**src/rtl/regs_dbg_master.sv**
```systemverilog
// rtl/regs_dbg_master.sv - debug preload/dump initiator for the picoMIPS register file
// Optional DUMP_SKIP_ZERO_EN: dump starts at r1 and loads to r0 are dropped in IDLE.
module regs_dbg_master #(
  parameter int n    = 8,
  parameter int NREG = 32
) (
  input  logic         clk,
  input  logic         reset,
  input  logic         start,
  input  logic         load,
  input  logic [4:0]   load_addr,
  input  logic [n-1:0] load_data,
  output logic         w,
  output logic [n-1:0] Wdata,
  output logic [4:0]   Rdno,
  output logic [4:0]   Rsno,
  input  logic [n-1:0] Rs,
  output logic [n-1:0] dout,
  output logic [4:0]   dout_addr,
  output logic         dout_valid,
  input  logic         dout_ready,
  output logic         busy,
  output logic         done
);

  typedef enum logic [2:0] {IDLE, WRITE, READ, HOLD, DONE} state_t;

  localparam logic [4:0] LAST_IDX = 5'(NREG - 1);
`ifdef DUMP_SKIP_ZERO_EN
  localparam logic [4:0] FIRST_IDX = 5'd1;
`else
  localparam logic [4:0] FIRST_IDX = 5'd0;
`endif

  state_t       state_q, state_d;
  logic [4:0]   idx_q, idx_d;
  logic         w_q, w_d;
  logic [n-1:0] Wdata_q, Wdata_d;
  logic [4:0]   Rdno_q, Rdno_d;
  logic [4:0]   Rsno_q, Rsno_d;
  logic [n-1:0] dout_q, dout_d;
  logic [4:0]   dout_addr_q, dout_addr_d;
  logic         dout_valid_q, dout_valid_d;
  logic         busy_q, busy_d;
  logic         done_q, done_d;
  logic         load_ok;

`ifdef DUMP_SKIP_ZERO_EN
  assign load_ok = (load_addr != 5'd0);
`else
  assign load_ok = 1'b1;
`endif

  always_ff @(posedge clk) begin
    if (reset) begin
      state_q      <= IDLE;
      idx_q        <= 5'd0;
      w_q          <= 1'b0;
      Wdata_q      <= '0;
      Rdno_q       <= 5'd0;
      Rsno_q       <= 5'd0;
      dout_q       <= '0;
      dout_addr_q  <= 5'd0;
      dout_valid_q <= 1'b0;
      busy_q       <= 1'b0;
      done_q       <= 1'b0;
    end else begin
      state_q      <= state_d;
      idx_q        <= idx_d;
      w_q          <= w_d;
      Wdata_q      <= Wdata_d;
      Rdno_q       <= Rdno_d;
      Rsno_q       <= Rsno_d;
      dout_q       <= dout_d;
      dout_addr_q  <= dout_addr_d;
      dout_valid_q <= dout_valid_d;
      busy_q       <= busy_d;
      done_q       <= done_d;
    end
  end

  always_comb begin
    state_d      = state_q;
    idx_d        = idx_q;
    w_d          = 1'b0;
    Wdata_d      = Wdata_q;
    Rdno_d       = Rdno_q;
    Rsno_d       = Rsno_q;
    dout_d       = dout_q;
    dout_addr_d  = dout_addr_q;
    dout_valid_d = dout_valid_q;
    done_d       = 1'b0;
    case (state_q)
      IDLE: begin
        // load has priority; a simultaneous start is dropped, not queued
        if (load) begin
          if (load_ok) begin
            state_d = WRITE;
            Wdata_d = load_data;
            Rdno_d  = load_addr;
            w_d     = (load_addr != 5'd0);
          end
        end else if (start) begin
          state_d = READ;
          idx_d   = FIRST_IDX;
          Rsno_d  = FIRST_IDX;
        end
      end
      WRITE: state_d = IDLE;
      READ: begin
        dout_d       = Rs;
        dout_addr_d  = idx_q;
        dout_valid_d = 1'b1;
        state_d      = HOLD;
      end
      HOLD: begin
        if (dout_ready) begin
          dout_valid_d = 1'b0;
          if (idx_q == LAST_IDX) begin
            state_d = DONE;
          end else begin
            idx_d   = idx_q + 5'd1;
            Rsno_d  = idx_q + 5'd1;
            state_d = READ;
          end
        end
      end
      // done is registered out of DONE, so it lands in the first IDLE cycle
      DONE: begin
        done_d  = 1'b1;
        state_d = IDLE;
      end
      default: state_d = IDLE;
    endcase
    busy_d = (state_d != IDLE);
  end

  assign w          = w_q;
  assign Wdata      = Wdata_q;
  assign Rdno       = Rdno_q;
  assign Rsno       = Rsno_q;
  assign dout       = dout_q;
  assign dout_addr  = dout_addr_q;
  assign dout_valid = dout_valid_q;
  assign busy       = busy_q;
  assign done       = done_q;

endmodule

```
**config.mk**
```make
export PLATFORM = sky130hd
export DESIGN_NAME = regs_dbg_master
export DESIGN_NICKNAME = d
export VERILOG_FILES = /design/src/rtl/regs_dbg_master.sv
export SDC_FILE = /design/constraint.sdc
export NUM_CORES = 1
export LEC_CHECK = 0
export CAP_MARGIN = 40
export CORE_UTILIZATION = 45
export CTS_CLUSTER_DIAMETER = 120
export CTS_CLUSTER_SIZE = 20
export DETAILED_ROUTE_END_ITERATION = 6
export PLACE_DENSITY = 0.84
export SYNTH_ARGS = -nofsm -noshare
export SYNTH_HDL_FRONTEND = slang
export SYNTH_SLANG_ARGS = --single-unit
```
**constraint.sdc**
```tcl
create_clock -name clk -period 2.8 [get_ports clk]
set_input_delay 0.56 -clock clk [delete_from_list [all_inputs] [get_ports clk]]
set_output_delay 0.56 -clock clk [all_outputs]
set_load 0.02 [all_outputs]
```
==> impl_metrics.ini, run 1 <==
[yosys]
yosysTopAreaCell = dfxtp_1
synth_cells = 174
synth_top_family_by_area = simple AND/OR/NAND/NOR gates
ys_types = 31
syn-num-nets = 202
synthTopCellsByArea = dfxtp_1 (52%), nand2_1 (15%), a21oi_1 (9.5%), o32ai_4 (1.9%), nor4b_1 (1.8%)
avgSynthCellArea_um2 = 8.45
synth_top_area_share_pct = 51.7
synth_fa_ha_area_share_pct = 1.70
synth_xor_area_share_pct = 0
synth-seq-cells = 38
synth-compound-area-share_pct = 16.5
syn_area_um2 = 1470
synth-seq-area-share_pct = 51.7
ys_warn_count = 0
synth_mux_area_share_pct = 0.766
synth_simple_gate_area_share_pct = 25.4

[timing]
worst_slack_ns = 0.800
worst_slew_pin_slew_ns = 0.544
hold_violations = 0
fmax_mhz = 500
grt_setup_unrepaired = no
period_share_pct = 71.4
finalSetupViolCount = 0
min_period_ns = 2.00
slew_viol_final = 0
hold-worst-slack_ns = 0.458
maxSlewHeadroom_pct = 63.7
setup_tns_ns = 0
fin_skew_ns = 0.0145

[detailed_routing]
drt_pass1_iterations = 4
wl_um = 3280
wl_per_cell_um = 11.8
antenna_left = 0
drc_errors = 0
vias_per_cell = 5.04
vias = 1407
drt_iter0_markers = 38

[setup_path]
crit_arrival_ns = 1.44
cpMaxStageDelayCell = clkdlybuf4s50_1
worstSetupPathType = reg2out
cp-end-kind = output pin
crit_fanout = 6
critPathBufInv = 1
reg2reg_to = busy
critPathRequiredTime_ns = 2.24
cp_slowest_stage_delay_ns = 0.64
crit_chain = clkdlybuf4s50_1
reg2reg_depth = 7
path_delay_family = buffers and inverters
r2r_start = Rsno[0]
r2r_slack_ns = 0.81
start_kind = flop

[final_layout]
fin_area_um2 = 2170
area_growth_pct = 47.6
antenna_cells = 0
nets = 262
fin_util_pct = 70.5
drive_above_1_share_pct = 6.81
stdcell_count = 279

[placement]
dp.cells = 271
dp_hpwl_um = 2400
port_buffers = 60
place_ws_ns = 0.708
placed_area_um2 = 2110
gp_congestion = 0.737

[clocking]
clock_latency_ns = 0.35
post_cts_resized = 0
htreeDepth = 2
cts_root_buf = clkbuf_4
clk_path_buf_depth = 2
clk_pin_slew_ns = 0.12
cts_made_buffers = 5
cts_setup_buffers = 0
cts_hold_buf = 0
cts_tree = built
clock_sinks = 38

[power_and_ir_drop]
totalPowerFinal_mw = 1.07
leakage_nw = 0.781
peakVddDrop_v = 0.000389
cellPowerDensity_nw_per_um2 = 491

[grt]
grt_max_degree = 28
grt_pass1_wl_um = 5350
grt_overflow = 0
grt_antenna_before_repair = 0
first_global_vias = 1286
track_usage_pct = 20.9

[floorplan]
ios = 61
core_um2 = 3080
rows = 20
die_x_um = 59.2
die_h_um = 59.2
start_util_pct = 47.8
die-area_um2 = 3500

[min_path]
hold_start = Wdata[4]
min_to = Wdata[4]
min_path_cells = 2
hp-class = reg2reg

[status]
status = finished clean

[flow_run]
max-cap-violations = 0
-- synth_stat cells, drive strengths merged --
master / n
nand2: 57
dfxtp: 38
a21oi: 28
buf: 5
clkbuf: 5
nand2b: 4
nand3: 3
nor2: 3
nor4b: 3
o21ai: 3
a21o: 2
and2: 2
ha: 2
inv: 2
nor4: 2
or3: 2
or4: 2
a2111oi: 1
a211oi: 1
and3: 1
mux2: 1
nand3b: 1
nor3: 1
nor3b: 1
o21bai: 1
o22ai: 1
o2bb2ai: 1
o32ai: 1
-- report_power, final --
part           internal [mW]  leakage (nW)  total [mW]  switching [mW]
Clock                  0.121        0.0343       0.301           0.180
Combinational         0.0943         0.437       0.186          0.0915
Sequential             0.564         0.310       0.580          0.0153
Total                  0.779         0.781        1.07           0.287
-- layer usage --
layer | share of wire (%) | global-route usage (%) | wire length [um]
met5 | 0 | 0 | 0
met4 | 0.82 | 8.50 | 27
met3 | 7.1 | 9.83 | 233
met2 | 49 | 35.4 | 1610
met1 | 43 | 22.3 | 1420
-- cells by family (layout without fill, tap and decap cells) --
family          count (synthesis)  in the layout
compound gates                 39             39
fa+ha+maj                       2              2
buf+inv                        12             73
flops                          38             38
mux                             1              1
simple gates                   82             82
-- sequential cells by signal, summed over array words and instances, names as in the netlist --
signal	count
w	1
Wdata	8
dout_valid	1
dout	8
dout_addr	5
Rdno	5
state_q	3
done	1
Rsno	5
busy	1
-- layout by cell type, fill, tap and decap left out, types with 3 or more instances in the layout --
cell	Yosys	final
dfxtp_1	38	38
clkbuf_4	0	5
buf_4	0	3
a21oi_1	28	28
nor4b_1	3	3
nand3_1	3	3
o21ai_0	3	3
nor2_1	3	3
nand2_1	57	57
nand2b_1	4	4
clkdlybuf4s50_1	0	60
-- area by class of cell --
class / count / area, um^2
Timing Repair Buffer: 63 / 623
Multi-Input combinational cell: 124 / 659
Inverter: 2 / 7.51
Fill cell: 261 / 908
Sequential cell: 38 / 761
Tap cell: 44 / 55.1
Clock buffer: 6 / 51.3
Clock inverter: 2 / 12.5
-- worst max path at each step --
stage	startpoint	end	slack, ns	depth (start not counted)
6_report	Rsno[2]	Rsno[2]	0.80	1
4_1_cts	Rsno[0]	busy	0.79	7
3_5_place_dp	load	Rsno[3]	0.71	5
5_1_grt	Rsno[0]	busy	0.61	7
3_3_place_gp	load	Rsno[2]	0.73	5
2_1_floorplan	Rsno[0]	Rsno[2]	0.96	6
Note: power is estimated with default switching activity, not from simulation.
==> run 2, diff against run 1 <==
--- a/config.mk
+++ b/config.mk
@@ -6,11 +6,11 @@
 export NUM_CORES = 1
 export LEC_CHECK = 0
 export CAP_MARGIN = 40
-export CORE_UTILIZATION = 45
+export CORE_UTILIZATION = 38
 export CTS_CLUSTER_DIAMETER = 120
 export CTS_CLUSTER_SIZE = 20
 export DETAILED_ROUTE_END_ITERATION = 6
-export PLACE_DENSITY = 0.84
+export PLACE_DENSITY = 0.75
 export SYNTH_ARGS = -nofsm -noshare
 export SYNTH_HDL_FRONTEND = slang
 export SYNTH_SLANG_ARGS = --single-unit
==> constraint.sdc (replaced) <==
create_clock -name clk -period 1.8 [get_ports clk]
set_input_delay 0.36 -clock clk [delete_from_list [all_inputs] [get_ports clk]]
set_output_delay 0.36 -clock clk [all_outputs]
set_load 0.02 [all_outputs]
==> impl_metrics.ini, run 2 (synthesis gave the netlist of run 1 again) <==
[setup_path]
start_kind = flop
critPathRequiredTime_ns = 2.02
crit_arrival_ns = 1.95
r2r_start = Rsno[0]
crit_fanout = 4
reg2reg_to = Rsno[0]
reg2reg_depth = 6
cp-end-kind = flop
worstSetupPathType = reg2reg
r2r_slack_ns = 0.07

[placement]
place_ws_ns = -0.0265
dp.cells = 286
gp_congestion = 0.795
placed_area_um2 = 2200
dp_hpwl_um = 2420
port_buffers = 60

[timing]
worst_slew_pin_slew_ns = 0.472
grt_setup_unrepaired = no
fmax_mhz = 577
slew_viol_final = 0
hold_violations = 0
hold-worst-slack_ns = 0.455
setup_tns_ns = 0
fin_skew_ns = 0.00535
min_period_ns = 1.73
finalSetupViolCount = 0
worst_slack_ns = 0.0671
period_share_pct = 96.3
maxSlewHeadroom_pct = 68.5

[detailed_routing]
vias_per_cell = 4.79
drt_iter0_markers = 69
drt_pass1_iterations = 4
wl_um = 3310
vias = 1407
antenna_left = 0
wl_per_cell_um = 11.3
drc_errors = 0

[min_path]
hp-class = reg2reg
min_path_cells = 2
min_to = Rdno[0]
hold_start = Rdno[0]

[final_layout]
area_growth_pct = 58.9
fillers = 352
fin_area_um2 = 2340
fin_util_pct = 63.3
stdcell_count = 294
layout_commonest_cell = clkdlybuf4s50_1
antenna_cells = 0
layout_common_cells = clkdlybuf4s50_1 (60), nand2_1 (57), dfxtp_1 (36), a21oi_1 (28), buf_4 (14)
drive_above_1_share_pct = 13.8
nets = 273

[floorplan]
die-area_um2 = 4120
start_util_pct = 39.9
ios = 61
core_um2 = 3690
rows = 22
die_h_um = 64.2
die_x_um = 64.2

[grt]
track_usage_pct = 17.9
grt_max_degree = 20
grt_overflow = 0
grt_antenna_before_repair = 0
first_global_vias = 1295
grt_pass1_wl_um = 5700

[power_and_ir_drop]
peakVddDrop_v = 0.000506
leakage_nw = 0.854
totalPowerFinal_mw = 1.92
cellPowerDensity_nw_per_um2 = 823

[clocking]
clk_path_buf_depth = 2
clock_latency_ns = 0.29
cts_root_buf = clkbuf_8
cts_tree = built
cts_setup_buffers = 0
cts_made_buffers = 5
clk_pin_slew_ns = 0.08
clock_sinks = 38
htreeDepth = 2

[status]
status = finished clean

[flow_run]
max-cap-violations = 0
run 2: changes by cell type in the layout (fill, tap and decap cells not counted), sizes merged:
cell      change
buf          +11
bufinv        +1
clkbuf        -1
clkinv        -1
clkinvlp      +1
run 2: report_power, final:
| group | switching [mW] | internal, mW | leakage, nW |
|---|---|---|---|
| combinational | 0.148 | 0.160 | 0.493 |
| sequential | 0.0208 | 0.877 | 0.311 |
| clock | 0.303 | 0.412 | 0.0504 |
run 2: worst max-delay path, stage by stage, from the launching register on:
cell     delay, ns
dfxtp_2       0.32
ha_1          0.20
and3_1        0.18
ha_2          0.21
or3_4         0.41
mux2_2        0.27
nor2_1        0.08
run 2: how the worst max path moves through the flow:
| stage | start | to | slack [ns] | cells past startpoint |
|---|---|---|---|---|
| after floorplan | Rsno[0] | Rsno[2] | 0.01 | 6 |
| after global placement | load | Rsno[2] | 0.008 | 5 |
| after detailed placement | Rsno[0] | Rsno[2] | -0.03 | 6 |
| after CTS | Rsno[0] | Rsno[0] | 0.06 | 6 |
| after global routing | Rsno[0] | Rsno[0] | 0.01 | 6 |
| final | Rsno[0] | Rsno[0] | 0.07 | 6 |
run 2: layout make-up:
class | count | area (um^2) | share of cell area [%]
well taps | 48 | 60.1 | 2.57
multi-input cells | 124 | 686 | 29.4
repair buffers | 74 | 706 | 30.2
clock buffers | 5 | 68.8 | 2.95
flip-flops and latches | 38 | 763 | 32.7
inverters | 2 | 7.51 | 0.321
clock inverters | 3 | 45.0 | 1.93
run 2: routing by layer:
layer	part of all wire (%)	track usage, %
met1	45	21.4
met2	48	29.7
met3	5.7	4.82
met4	1.6	8.33
met5	0	0
run 2: repair_timing:
action                     in CTS  in global routing
gates resized for setup         4                  2
hold buffers                    0                  0
pin swaps                       0                  0
setup endpoints to repair       3                  1
